## config.mk

```make
export PLATFORM = sky130hd
export DESIGN_NAME = rpn_eval_core
export DESIGN_NICKNAME = d
export VERILOG_FILES = /design/src/rtl/rpn_eval_core.sv
export SDC_FILE = /design/constraint.sdc
export NUM_CORES = 2
export LEC_CHECK = 0
export ABC_AREA = 1
export BUFFER_PORTS_ARGS = -buffer_cell sky130_fd_sc_hd__buf_2
export CAP_MARGIN = 20
export CORE_AREA = 2 2 487 392
export CTS_CLUSTER_DIAMETER = 60
export DETAILED_ROUTE_END_ITERATION = 12
export DIE_AREA = 0 0 489 394
export GPL_TIMING_DRIVEN = 0
export MAX_ROUTING_LAYER = met4
export PLACE_DENSITY = 0.47
export RECOVER_POWER = 25
export REMOVE_ABC_BUFFERS = 1
export SETUP_SLACK_MARGIN = 0.05
export SLEW_MARGIN = 10
export SYNTH_ARGS = -nofsm -noshare
export SYNTH_HDL_FRONTEND = slang
export SYNTH_SLANG_ARGS = --single-unit
```

## constraint.sdc

```tcl
create_clock -name CLK -period 9.2 [get_ports CLK]
set_clock_uncertainty 0.05 [all_clocks]
set_input_delay 0 -clock CLK [delete_from_list [all_inputs] [get_ports CLK]]
set_output_delay 0 -clock CLK [all_outputs]
set_load 0.05 [all_outputs]
```

## src/rtl/rpn_eval_core.sv

```systemverilog
// Postfix (RPN) evaluator: operands and operator characters arrive on two
// strobe/ack channels and are evaluated on an internal LIFO.
module rpn_eval_core #(
    parameter int DATA_W = 32,
    parameter int IN_W   = 8,
    parameter int DEPTH  = 16,
    parameter int CNT_W  = $clog2(DEPTH + 1)
) (
    input  logic              CLK,
    input  logic              RST,
    input  logic [7:0]        INPUT_SIGN,
    input  logic              SIGN_STB,
    output logic              SIGN_ACK,
    input  logic [IN_W-1:0]   INPUT_NUMBER,
    input  logic              NUMBER_STB,
    output logic              NUMBER_ACK,
    output logic              BUSY,
    output logic              READY,
    output logic [DATA_W-1:0] OUT,
    output logic              ERROR,
    output logic [1:0]        ERR_CODE,
    output logic [CNT_W-1:0]  LEVEL
);

    localparam int IDX_W = (DEPTH > 1) ? $clog2(DEPTH) : 1;

    localparam logic [7:0] CH_ADD = 8'h2B;
    localparam logic [7:0] CH_SUB = 8'h2D;
    localparam logic [7:0] CH_MUL = 8'h2A;
    localparam logic [7:0] CH_EQ  = 8'h3D;

    typedef enum logic [1:0] {
        S_IDLE,
        S_PUSH,
        S_EXEC,
        S_FAULT
    } state_e;

    state_e             state_q, state_d;
    logic [CNT_W-1:0]   level_q, level_d;
    logic               sign_ack_q, sign_ack_d;
    logic               num_ack_q, num_ack_d;
    logic               ready_q, ready_d;
    logic [DATA_W-1:0]  out_q, out_d;
    logic [1:0]         err_q, err_d;
    logic [IN_W-1:0]    opnd_q, opnd_d;
    logic [7:0]         op_q, op_d;

    logic [DATA_W-1:0]  stack_q [DEPTH];
    logic               wr_en;
    logic [IDX_W-1:0]   wr_idx;
    logic [DATA_W-1:0]  wr_data;

    logic [CNT_W-1:0]   lvl_m1, lvl_m2;
    logic [IDX_W-1:0]   idx_a, idx_b;
    logic [DATA_W-1:0]  op_a, op_b, alu;
    logic               is_arith, is_eq;

    assign lvl_m1 = level_q - CNT_W'(1);
    assign lvl_m2 = level_q - CNT_W'(2);
    assign idx_b  = lvl_m1[IDX_W-1:0];
    assign idx_a  = lvl_m2[IDX_W-1:0];
    assign op_b   = stack_q[idx_b];
    assign op_a   = stack_q[idx_a];

    assign is_arith = (op_q == CH_ADD) || (op_q == CH_SUB) || (op_q == CH_MUL);
    assign is_eq    = (op_q == CH_EQ);

    always_comb begin
        alu = op_a + op_b;
        if (op_q == CH_SUB) alu = op_a - op_b;
        if (op_q == CH_MUL) alu = op_a * op_b;
    end

    always_comb begin
        state_d    = state_q;
        level_d    = level_q;
        sign_ack_d = 1'b0;
        num_ack_d  = 1'b0;
        ready_d    = ready_q;
        out_d      = out_q;
        err_d      = err_q;
        opnd_d     = opnd_q;
        op_d       = op_q;
        wr_en      = 1'b0;
        wr_idx     = level_q[IDX_W-1:0];
        wr_data    = DATA_W'(opnd_q);
        case (state_q)
            S_IDLE: begin
                if (SIGN_STB) begin
                    sign_ack_d = 1'b1;
                    op_d       = INPUT_SIGN;
                    ready_d    = 1'b0;
                    out_d      = '0;
                    state_d    = S_EXEC;
                end else if (NUMBER_STB) begin
                    num_ack_d = 1'b1;
                    opnd_d    = INPUT_NUMBER;
                    ready_d   = 1'b0;
                    out_d     = '0;
                    state_d   = S_PUSH;
                end
            end
            S_PUSH: begin
                if (level_q == CNT_W'(DEPTH)) begin
                    err_d   = 2'd2;
                    state_d = S_FAULT;
                end else begin
                    wr_en   = 1'b1;
                    level_d = level_q + CNT_W'(1);
                    state_d = S_IDLE;
                end
            end
            S_EXEC: begin
                unique case (1'b1)
                    is_arith: begin
                        if (level_q < CNT_W'(2)) begin
                            err_d   = 2'd1;
                            state_d = S_FAULT;
                        end else begin
                            wr_en   = 1'b1;
                            wr_idx  = idx_a;
                            wr_data = alu;
                            level_d = lvl_m1;
                            state_d = S_IDLE;
                        end
                    end
                    is_eq: begin
                        if (level_q == CNT_W'(1)) begin
                            out_d   = op_b;
                            ready_d = 1'b1;
                            level_d = '0;
                            state_d = S_IDLE;
                        end else begin
                            err_d   = 2'd3;
                            state_d = S_FAULT;
                        end
                    end
                    default: begin
                        err_d   = 2'd3;
                        state_d = S_FAULT;
                    end
                endcase
            end
            S_FAULT: begin
                // keep draining upstream: one ack per two cycles, data dropped
                if (!(sign_ack_q || num_ack_q)) begin
                    if (SIGN_STB) begin
                        sign_ack_d = 1'b1;
                    end else if (NUMBER_STB) begin
                        num_ack_d = 1'b1;
                    end
                end
            end
            default: state_d = S_IDLE;
        endcase
    end

    always_ff @(posedge CLK) begin
        if (RST) begin
            state_q    <= S_IDLE;
            level_q    <= '0;
            sign_ack_q <= 1'b0;
            num_ack_q  <= 1'b0;
            ready_q    <= 1'b0;
            out_q      <= '0;
            err_q      <= 2'd0;
            opnd_q     <= '0;
            op_q       <= '0;
        end else begin
            state_q    <= state_d;
            level_q    <= level_d;
            sign_ack_q <= sign_ack_d;
            num_ack_q  <= num_ack_d;
            ready_q    <= ready_d;
            out_q      <= out_d;
            err_q      <= err_d;
            opnd_q     <= opnd_d;
            op_q       <= op_d;
        end
    end

    always_ff @(posedge CLK) begin
        if (wr_en) begin
            stack_q[wr_idx] <= wr_data;
        end
    end

    assign SIGN_ACK   = sign_ack_q;
    assign NUMBER_ACK = num_ack_q;
    assign BUSY       = (state_q != S_IDLE);
    assign ERROR      = (state_q == S_FAULT);
    assign READY      = ready_q;
    assign OUT        = out_q;
    assign ERR_CODE   = err_q;
    assign LEVEL      = level_q;

endmodule
```

==> summary.md <==
| Metric | Value |
|---|---|
| FMAX | `108 MHz` |
| Worst-Skew Late Latency | `between 600 and 700 ps` |
| Class of the worst hold path | `input pin to flop` |
| Sequential area share after synthesis | `0.355` |
| Syn avg cell area | `8.49 sq um` |
| Longest Clk Path Bufs | `3` |
| Initial antenna violation count | `8` |
| Die width | `489 um` |
| Nets@finish | `6,252` |
| Status | `finished with violations` |
| Total CTS buffers | `68` |
| Initial Util | `0.248` |
| Final setup vio count | `15` |
| Netlist Area Pre-Place | `46,700 sq um` |
| Worst slew pin tran | `2270 ps` |
| IO Port Bufs | `63` |
| Hold slack final | `133 ps` |
| Fin crit share | `1.00` |
| Worst Path Arrival | `9600 ps` |
| DRT iter0 DRCs | `roughly 5,000` |
| Global-route wire length before repair | `288,000 um` |
| CP dominant cell by count | `fa_1` |
| Synth Flop Type | `edfxtp_1` |
| Vias in the first global route | `39,980` |
| Failing checks | `max-capacitance violations, max-slew violations, negative setup slack` |
| Synth area leaders | `edfxtp_1, fa_1, nand2_1` |
| Synth cell types | `56` |
| Synth top cells by count | `nand2_1, inv_1, nand3_1, nor2_1, edfxtp_1` |
| Delay-heaviest family, CP | `adder cells` |
| Cell with the most instances after synthesis | `nand2_1` |
| Number of max-cap violations | `1` |
| I/O Pins | `64` |
| Setup TNS | `-219 ps` |
| Die Area | `around 190,000 sq um` |
| Slowest-stage cell, CP | `fa_1` |
| Area Growth Syn to Fin | `22.5%` |
| GPL Wtd Cong | `around 0.96` |
| Core Area | `188,000 sq um` |
| Final min period | `9220 ps` |
| Total GRT Usage | `0.213` |
| CP max FO | `15` |
| Pre-CTS setup slack | `-5450 ps` |
| Vias per cell | `5.03` |
| RSZ-0062 raised after global routing | `yes` |
| Synth Register Bits | `572` |
| Critical path data required time | `~9600 ps` |
| Layout cells sized above 1 | `0.123` |
| Uppermost layer routed | `met4` |
| Worst Path Buf+Inv | `14` |
| Largest net degree at the start of global routing | `90` |
| CTS tree | `yes` |
| First-pass iteration count of the detailed router | `7` |
| Post-synth top area share | `0.329` |
| Avg WL per Cell | `between 20 and 25 um` |
| Top cell type by total area after synthesis | `edfxtp_1` |
| Hpwl dp | `between 100,000 and 150,000 um` |
| Metal-1 WL | `87,100 um` |
| Die height | `about 390 um` |
| Critical path endpoint category | `flop` |
| Clock-pin slew on the worst setup and hold paths | `about 60 ps` |
| Slew Viols, Final | `40` |
| Post-layout worst setup margin | `-20.9 ps` |
| Asr flop ratio synth | `0` |
| Final Hold Viols | `0` |
| Root buf cell | `clkbuf_16` |
| Setup CP Type | `flop to flop` |
| Number of synthesized flops with an enable pin | `512` |
| Vias post-DR | `41,524` |
| Synth warnings | `0` |
| Rows | `143` |
| Mapped Cells | `5,500` |
| CP Launch Type | `flop` |
| Gr ovfl total | `0` |
| Rel. slew slack | `-0.515` |
| Crit-path max cell delay | `570 ps` |
| Residual DRC count | `0` |
| ANT nets after route | `0` |
| Met2 Routed Length | `88,500 um` |
| Clock Sinks | `572` |
| H-tree level count | `3` |
| Met3 WL | `19,800 um` |
| Drt total wl | `203,000 um` |
[sequential cells by signal, summed over array words and instances (netlist names)]
name	flops
ERR_CODE	2
LEVEL	5
NUMBER_ACK	1
OUT	32
READY	1
SIGN_ACK	1
op_q	8
opnd_q	8
stack_q	512
state_q	2
[cell usage in the layout (no fill, tap or decap), drive strengths merged, types with 8 or more instances in the layout]
master / synthesis / layout
nand2: 1206 / 1210
inv: 739 / 733
nand3: 671 / 671
nor2: 573 / 573
edfxtp: 512 / 512
fa: 409 / 409
buf: 219 / 283
o21ai: 272 / 272
a21oi: 252 / 252
ha: 165 / 165
clkbuf: 86 / 132
o211ai: 119 / 119
dfxtp: 60 / 60
xor2: 50 / 50
clkinv: 13 / 40
dlygate4sd3: 0 / 30
xnor2: 22 / 22
bufbuf: 0 / 20
clkinvlp: 0 / 19
nor3: 17 / 17
or2: 14 / 14
a31oi: 13 / 13
nand4: 12 / 12
o221ai: 11 / 11
diode: 0 / 8
a21o: 8 / 8
nand3b: 8 / 8
a211oi: 8 / 8
[layer usage]
| metal | vias up | track usage |
|---|---|---|
| met2 | 2102 | 0.312 |
| met1 | 20735 | 0.290 |
| li1 | 18279 | - |
| met4 | 0 | 0.0745 |
| met3 | 408 | 0.0412 |
| met5 | - | - |
[kinds of logic (layout without fill, tap and decap cells)]
group                      count (synthesis)  count (layout)  share of synthesized area
AOI/OAI and AO/OA                        719             719                     0.0882
xor gates and xnor gates                  72              72                     0.0141
adders and majority gates                574             574                      0.220
buffers and inverters                   1057            1259                     0.0984
DFF                                      572             572                      0.355
other                                      0               8                          0
and+or+nand+nor                         2506            2510                      0.225
[timing repair]
action / CTS / global route
cloned: 45 / 6
resized for setup: 291 / 67
hold endpoints to repair: 53 / 0
buffers inserted: 135 / 27
pin swaps: 51 / 28
endpoints found under the setup margin: 448 / 232
hold buffers: 30 / 0
[cell type report]
cell class | instances | area (sq um)
antenna | 8 | 20.0
inverter | 752 | 3170
clock inverter | 33 | 270
fill | 19520 | 131000
tap | 2537 | 3170
sequential | 572 | 16600
multi-input combinational | 3875 | 27100
timing repair buffer | 380 | 5010
clock buffer | 85 | 1810
timing repair inverter | 9 | 88.8
[per-stage QoR]
stage / cell area (sq um) / utilization / instances
floorplan: 44900 / - / 5195
global placement: 48400 / 0.257 / 7795
detailed placement: 50500 / 0.268 / 7882
CTS: 56600 / 0.300 / 8210
global route: 57200 / 0.304 / 8248
finish: 57200 / 0.304 / 8251
[final timing paths]
path	start	to	slack (ps)	depth (start not counted)
setup / recovery	LEVEL[1]	stack_q[3][30]	-20	36
setup reg to reg	LEVEL[1]	stack_q[3][30]	-20	36
hold / removal	INPUT_NUMBER[7]	opnd_q[7]	130	4
hold reg to reg	OUT[23]	OUT[23]	410	2
[worst register-to-register path: cells and delay by family (launching register included)]
| kind | cells | cell delay (ps) |
|---|---|---|
| buffers and inverters | 14 | 2070 |
| adders and majority gates | 10 | 4670 |
| AOI/OAI and AO/OA | 2 | 400 |
| DFF | 1 | 410 |
| and+or+nand+nor | 10 | 1370 |
Power is not shown: default switching activity piles up to over one toggle a cycle in this logic, so the estimate is an artifact.
